--- src/rtl/bcd_pkg.sv ---
// bcd_pkg: shared BCD digit type, digit limits and load validation helper.
package bcd_pkg;
   typedef logic [3:0] bcd_digit_t;
   localparam bcd_digit_t BCD_MAX = 4'd9;
   localparam bcd_digit_t BCD_MIN = 4'd0;
   function automatic logic is_bcd(input bcd_digit_t d);
      return d <= BCD_MAX;
   endfunction
endpackage

--- src/rtl/bcd_digit.sv ---
// bcd_digit: one decade counter with up/down step, carry/borrow out, sync clear and load.
module bcd_digit
   import bcd_pkg::*;
(
   input  logic       clk,
   input  logic       rst_n,
   input  logic       i_clr,
   input  logic       i_load,
   input  bcd_digit_t i_load_val,
   input  logic       i_step,
   input  logic       i_down,
   output bcd_digit_t o_digit,
   output logic       o_carry
);
   bcd_digit_t r_digit;
   logic       w_last;
   bcd_digit_t w_next;
   // w_last marks the digit that rolls over and hands a carry/borrow to the next decade
   always_comb begin
      w_last  = i_down ? (r_digit == BCD_MIN) : (r_digit == BCD_MAX);
      w_next  = w_last ? (i_down ? BCD_MAX : BCD_MIN) : (i_down ? r_digit - 4'd1 : r_digit + 4'd1);
      o_carry = i_step & w_last;
   end
   always_ff @(posedge clk) begin
      if (!rst_n)      r_digit <= BCD_MIN;
      else if (i_clr)  r_digit <= BCD_MIN;
      else if (i_load) r_digit <= i_load_val;
      else if (i_step) r_digit <= w_next;
   end
   assign o_digit = r_digit;
endmodule

--- src/rtl/bcd_tick_counter.sv ---
// bcd_tick_counter: two-digit BCD counter stepped by a prescaled tick, with clear, load and pulses.
// Define BCD_DOWN_EN to honour DIR=1 as count down; otherwise DIR is ignored.
module bcd_tick_counter
   import bcd_pkg::*;
#(
   parameter int CLK_HZ  = 50_000_000,
   parameter int TICK_HZ = 1
) (
   input  logic       CLOCK_50,
   input  logic       RESETN,
   input  logic       EN,
   input  logic       CLR,
   input  logic       LOAD,
   input  logic [7:0] LOAD_VAL,
   input  logic       DIR,
   output logic [3:0] DIGIT0,
   output logic [3:0] DIGIT1,
   output logic       TICK,
   output logic       WRAP,
   output logic       LOAD_ERR
);
   localparam int PRESCALE = CLK_HZ / TICK_HZ;
   localparam int PW       = (PRESCALE > 1) ? $clog2(PRESCALE) : 1;
   generate
      if (PRESCALE < 1) begin : g_bad_prescale
         $error("bcd_tick_counter: PRESCALE = CLK_HZ/TICK_HZ must be >= 1");
      end
   endgenerate
   logic [PW-1:0] r_pre;
   logic          r_tick, r_wrap, r_load_err;
   logic          w_pre_max, w_tick, w_load_ok, w_step, w_down, w_c0, w_c1;
`ifdef BCD_DOWN_EN
   assign w_down = DIR;
`else
   logic w_unused_dir;
   assign w_unused_dir = DIR;
   assign w_down = 1'b0;
`endif
   // a LOAD (accepted or rejected) or CLR swallows the count step of a coincident tick
   always_comb begin
      w_pre_max = (r_pre == PW'(PRESCALE - 1));
      w_tick    = EN & w_pre_max;
      w_load_ok = LOAD & is_bcd(LOAD_VAL[7:4]) & is_bcd(LOAD_VAL[3:0]);
      w_step    = w_tick & ~LOAD & ~CLR;
   end
   always_ff @(posedge CLOCK_50) begin
      if (!RESETN) begin
         r_pre      <= '0;
         r_tick     <= 1'b0;
         r_wrap     <= 1'b0;
         r_load_err <= 1'b0;
      end else begin
         r_pre      <= CLR ? '0 : (EN ? (w_pre_max ? '0 : r_pre + 1'b1) : r_pre);
         r_tick     <= w_tick & ~CLR;
         r_wrap     <= w_c1;
         r_load_err <= LOAD & ~w_load_ok & ~CLR;
      end
   end
   bcd_digit u_ones (
      .clk        (CLOCK_50),
      .rst_n      (RESETN),
      .i_clr      (CLR),
      .i_load     (w_load_ok),
      .i_load_val (LOAD_VAL[3:0]),
      .i_step     (w_step),
      .i_down     (w_down),
      .o_digit    (DIGIT0),
      .o_carry    (w_c0)
   );
   bcd_digit u_tens (
      .clk        (CLOCK_50),
      .rst_n      (RESETN),
      .i_clr      (CLR),
      .i_load     (w_load_ok),
      .i_load_val (LOAD_VAL[7:4]),
      .i_step     (w_c0),
      .i_down     (w_down),
      .o_digit    (DIGIT1),
      .o_carry    (w_c1)
   );
   assign TICK     = r_tick;
   assign WRAP     = r_wrap;
   assign LOAD_ERR = r_load_err;
endmodule

--- config.mk ---
export PLATFORM = sky130hd
export DESIGN_NAME = bcd_tick_counter
export DESIGN_NICKNAME = d
export VERILOG_FILES = /design/src/rtl/bcd_pkg.sv /design/src/rtl/bcd_digit.sv /design/src/rtl/bcd_tick_counter.sv
export SDC_FILE = /design/constraint.sdc
export NUM_CORES = 1
export LEC_CHECK = 0
export CAP_MARGIN = 40
export CORE_MARGIN = 2
export CORE_UTILIZATION = 55
export DETAILED_ROUTE_END_ITERATION = 10
export HOLD_SLACK_MARGIN = 0.05
export PLACE_DENSITY = 0.85
export SKIP_CTS_REPAIR_TIMING = 1
export SLEW_MARGIN = 10
export SYNTH_ARGS = -nofsm -noshare
export SYNTH_HDL_FRONTEND = slang
export SYNTH_HIERARCHICAL = 1
export SYNTH_SLANG_ARGS = --single-unit
--- constraint.sdc ---
create_clock -name CLOCK_50 -period 4.3 [get_ports CLOCK_50]
set_input_delay 1.29 -clock CLOCK_50 [delete_from_list [all_inputs] [get_ports CLOCK_50]]
set_output_delay 1.29 -clock CLOCK_50 [all_outputs]
set_load 0.03 [all_outputs]
==> reports/metrics.yaml, run 1 <==
grt:
  grt_usage: 0.2204
  grt_pass1_vias: 1789
  grt_max_degree: 16
  antenna_found_initial: 0
  grt-ovfl-total: 0
  grt_pass1_wl_mm: 7.610
clocking:
  cts_max_path_buffers: 2
  cts_tree: "done"
  cts_root_buf: "clkbuf_8"
  numCtsBuffers: 5
  htree_levels: 2
  clock_sinks: 37
  clk_latency_ps: 290
  clk_pin_slew_ps: 70
timing:
  rsz0062_at_grt: "no"
  tns_ps: 0
  fin_crit_sh: 0.8099
  fmax_mhz: 287.1
  worst_slack_ps: 817.3
  drv_slew: 0
  clock_skew_ps: 10.72
  finalHoldViolCount: 0
  fin_crit_ps: 3483
  setup_viol: 0
floorplanning:
  row_count: 22
  dieArea_um2: 4357
  fp.dieW_um: 66.01
  ioPinCount: 25
  core_um2: 3689
  start_util: 0.5733
  die_y_um: 66.01
worst_setup_path:
  critPathSlowestCell: "clkdlybuf4s50_1"
  cp_num_buf_inv: 1
  cpLargestDelayFamily: "simple AND/OR/NAND/NOR gates"
  cp.required_ps: 4520
  arrival_ps: 3700
  crit_type: "primary input to flop"
  cp_max_fo: 8
  crit_path_cell_trace: "clkdlybuf4s50_1, nand4_1, or4_1, or2_1, nor3_1, and2_1, or4b_1, a31oi_1"
  critPathMaxStageDelay_ps: 480
  start_kind: "primary input"
  end_kind: "flop"
logic_synthesis:
  synth_edf_count: 0
  seq_area_frac_synth: 0.3503
  synthFlopType: "dfxtp_1"
  synth.cell_area_um2: 2115
  ys_ff_latch: 37
  ys_top_cells_by_count: "dfxtp_1 (37), nor2_1 (18), o21ai_0 (17)"
  ys_warn_count: 6
  yosysTopAreaCellShare: 0.3503
  yosysMostFrequentCell: "dfxtp_1"
  synth_async_sr_flop_share: 0
  ys_top_cells_by_area: "dfxtp_1 (35%), o21ai_0 (4.0%), a21oi_1 (3.6%)"
  synth_area_leader_cell: "dfxtp_1"
  synth.distinct_cells: 47
  postSynthAreaPerCell_um2: 8.631
  synthCells: 245
place:
  place.gp.congestion: 0.8571
  pre_cts_ws_ps: 528.5
  port-buffer-count: 23
  hpwl_mm: 3.124
cells_and_area:
  fin_nets: 306
  syn_to_final_growth_pct: 19.53
  drive_gt1_frac: 0.09091
  diodes: 0
routing:
  route.detailed.drc: 0
  dr_total_vias: 1893
  drt_iter0_markers: 124
  dr.pass1.iters: 4
  wl_mm: 4.215
  antenna_left: 0
  viasPerCell: 5.668
  wl_per_cell_um: 12.62
run_status:
  status: "finished clean"
job:
  max_cap_violations: 0
power_and_ir_drop:
  vdd_drop_max_mv: 0.1940
  power_per_cell_area_nw_per_um2: 261.1
  power_leakage_nw: 0.8642
hold_path:
  worst_hold_path_type: "flop to flop"
==> final timing paths <==
check	from	endpoint	slack, ps	cells past startpoint
hold / removal	r_pre[21]	r_pre[21]	490	2
setup / recovery	EN	u_tens/o_digit[3]	820	8
setup reg to reg	r_pre[0]	u_tens/o_digit[3]	1660	8
hold reg to reg	r_pre[21]	r_pre[21]	490	2
==> logic make-up (layout without fill, tap and decap cells) <==
| group | after synthesis | count (layout) | share of synthesized area |
|---|---|---|---|
| adder cells (fa/ha/maj) | 7 | 7 | 0.04852 |
| XOR/XNOR | 15 | 15 | 0.06213 |
| AND/OR/NAND/NOR | 104 | 104 | 0.2953 |
| multiplexers | 1 | 1 | 0.004734 |
| other | 1 | 16 | 0.001773 |
| flip-flops | 37 | 37 | 0.3503 |
| AO/OA/AOI/OAI | 61 | 61 | 0.1935 |
| buffers and inverters | 19 | 45 | 0.04379 |
==> per-stage QoR <==
step	hold WS (ps)	total power [W]	instances	util	instance area (µm²)
CTS	488.1	0.0006639	334	0.6852	2527
detailed placement	474.1	0.0004254	326	0.6604	2436
floorplan	447.1	0.0004001	260	-	2171
global placement	470.2	0.0004243	326	0.6604	2436
finish	494.2	0.0006600	334	0.6852	2527
global route	529.2	0.0006902	334	0.6852	2527
==> power by group <==
part	switching, W	internal, W
Sequential	0.00000351	0.000346
Clock	0.000128	0.000114
Combinational	0.0000351	0.0000341
==> flip-flops by register name, summed over array words and instances, names as in the netlist <==
name and flops:
u_ones/o_digit 4, r_pre 26, TICK 1, u_tens/o_digit 4, LOAD_ERR 1, WRAP 1
==> placed cells by master, fill, tap and decap left out, types with 6 or more instances in the layout <==
cell type,n
o31ai_1,9
nand2_1,13
clkdlybuf4s50_1,23
xnor2_1,8
nand3_1,11
nand4_1,6
nor2_1,18
or4_1,10
inv_1,10
o21ai_0,17
a21oi_1,15
xor2_1,7
conb_1,16
dfxtp_1,37
==> tightest hold or removal path, cell delays in order (launching register included) <==
cell and delay [ps]:
dfxtp_1 330, o31ai_1 60, a21oi_1 50
==> routing by layer <==
| metal | vias to the layer above | global-route usage | wire, µm |
|---|---|---|---|
| li1 | 974 | - | - |
| met1 | 878 | 0.2757 | 1981 |
| met2 | 34 | 0.3725 | 1980 |
| met3 | 7 | 0.04770 | 202 |
| met4 | 0 | 0.07908 | 50 |
| met5 | - | 0 | 0 |
==> area by class of cell <==
| cell class | count | area [µm²] |
|---|---|---|
| Timing Repair Buffer | 27 | 260.3 |
| Clock buffer | 5 | 68.82 |
| Tap cell | 48 | 60.06 |
| Multi-Input combinational cell | 204 | 1338 |
| Clock inverter | 3 | 22.52 |
| Fill cell | 303 | 1161 |
| Inverter | 10 | 37.54 |
| Sequential cell | 37 | 740.7 |
No activity file was read; power rests on OpenSTA's default activity.
==> run 2: changes to the inputs <==
CORE_UTILIZATION = 50   (was 55)
PLACE_DENSITY = 0.81   (was 0.85)
clock period = 3.15 ns   (was 4.3 ns; I/O delays follow)
==> run 2 against run 1 <==
Die area grew 9.4%; critical endpoint unchanged; sequential cell count is the same; core utilization shrank 5.4 points; first-iteration DRC count shrank 51%; worst setup slack lost 590 ps; sequential share of layout area shrank 0.20 points; largest cell class unchanged.
==> reports/metrics.yaml, run 2 (synthesis gave the netlist of run 1 again) <==
timing:
  setup_viol: 0
  rsz0062_at_grt: "no"
  worst_slack_ps: 225.6
  drv_slew: 0
  fmax_mhz: 342.0
  fin_crit_ps: 2924
  clock_skew_ps: 2.864
  tns_ps: 0
  finalHoldViolCount: 0
  fin_crit_sh: 0.9284
place:
  hpwl_mm: 3.183
  pre_cts_ws_ps: -64.96
  port-buffer-count: 23
  place.gp.congestion: 0.8029
  dpl_cell_area_um2: 2459
run_status:
  status: "finished clean"
cells_and_area:
  register_area_um2: 740.7
  diodes: 0
  drive_gt1_frac: 0.09408
  final_cell_mix: "dfxtp_1 (37), clkdlybuf4s50_1 (23), nor2_1 (18), o21ai_0 (17), conb_1 (16)"
  top_register: "r_pre"
  final_area_um2: 2545
  utilization: 0.6317
  syn_to_final_growth_pct: 20.35
  multi_input_area_um2: 1343
  fin_nets: 308
  largest_register_ffs: 26
  final_common_cell: "dfxtp_1"
  fill_cells: 362
routing:
  route.detailed.drc: 0
  wl_mm: 4.328
  drt_iter0_markers: 61
  dr_total_vias: 1883
  antenna_left: 0
  dr.pass1.iters: 4
  wl_per_cell_um: 12.84
  viasPerCell: 5.588
clocking:
  numCtsBuffers: 5
  clk_pin_slew_ps: 70
  cts_tree: "done"
  cts_root_buf: "clkbuf_8"
  cts_max_path_buffers: 2
  clock_sinks: 37
  clk_latency_ps: 290
  htree_levels: 2
hold_path:
  worst_hold_path_type: "flop to flop"
  hold-path-cell-count: 2
  holdPathEnd: "r_pre[25]"
  min_from: "r_pre[25]"
worst_setup_path:
  critPathMaxStageDelay_ps: 500
  crit_path_cell_trace: "clkdlybuf4s50_1, nand4_1, or4_1, or2_1, nor3_2, and2_1, or4b_1, a31oi_1"
  reg2reg_to: "u_tens/o_digit[3]"
  r2r_start: "r_pre[14]"
  cp_num_buf_inv: 1
  cp.required_ps: 3370
  crit_type: "primary input to flop"
  critPathSlowestCell: "clkdlybuf4s50_1"
  cpLargestDelayFamily: "simple AND/OR/NAND/NOR gates"
  end_kind: "flop"
  arrival_ps: 3150
  reg2regPathDepth: 7
  start_kind: "primary input"
  cp_max_fo: 2
  r2r_slack_ps: 740
grt:
  grt_pass1_vias: 1815
  grt_usage: 0.2017
  antenna_found_initial: 0
  grt_pass1_wl_mm: 7.859
  grt_max_degree: 23
  grt-ovfl-total: 0
floorplanning:
  fp.dieW_um: 69.03
  die_y_um: 69.03
  start_util: 0.5248
  ioPinCount: 25
  row_count: 23
  core_um2: 4029
  dieArea_um2: 4765
power_and_ir_drop:
  vdd_drop_max_mv: 0.3128
  power_leakage_nw: 0.8827
  power_per_cell_area_nw_per_um2: 354.5
job:
  max_cap_violations: 0
-- run 2: worst min-delay path, cell delays in order, from the launching register on --
cell,delay (ps)
dfxtp_1,320
o31ai_1,60
a21oi_1,50
-- run 2: area by class of cell --
| class | instances | share of cell area |
|---|---|---|
| timing repair buffer | 29 | 0.1082 |
| clock buffer | 7 | 0.03392 |
| multi-input combinational | 204 | 0.5275 |
| inverter | 10 | 0.01475 |
| tap | 50 | 0.02458 |
| sequential | 37 | 0.2911 |
-- run 2: where the power goes --
group	internal [W]	total [W]	leakage [nW]	switching, W
logic	0.0000458	0.0000935	0.540	0.0000477
registers	0.000472	0.000477	0.299	0.00000478
clock network	0.000173	0.000332	0.0443	0.000158
total	0.000691	0.000902	0.883	0.000211
-- run 2: through the flow --
stage          power (W)  hold slack [ps]  instances
3_3_place_gp   0.0005788            468.8        330
3_5_place_dp   0.0005805            470.9        330
4_1_cts        0.0009098            481.5        337
6_report       0.0009021            479.9        337
2_1_floorplan  0.0005462            447.1        260
5_1_grt        0.0009431            531.0        337
-- run 2: how the worst max path moves through the flow --
stage | from | to | slack, ps | depth (start not counted)
2_1_floorplan | EN | u_tens/o_digit[3] | 90 | 8
3_3_place_gp | EN | u_tens/o_digit[3] | -20 | 8
3_5_place_dp | EN | u_tens/o_digit[3] | -60 | 8
4_1_cts | EN | u_tens/o_digit[3] | 220 | 8
5_1_grt | EN | u_tens/o_digit[3] | 110 | 8
6_report | EN | u_tens/o_digit[3] | 230 | 8
-- run 2: per-layer routing --
layer,routed length (µm),global-route usage,up-vias
met2,1984,0.3205,38
met4,93,0.09150,0
li1,-,-,977
met3,209,0.06871,8
met1,2040,0.2459,860
met5,0,0,-
==> run 3: changes to the inputs <==
SLEW_MARGIN = unset   (was 10)
==> results of run 3 <==
Same layout as run 2: the final DEF is identical, and so are final timing and power.
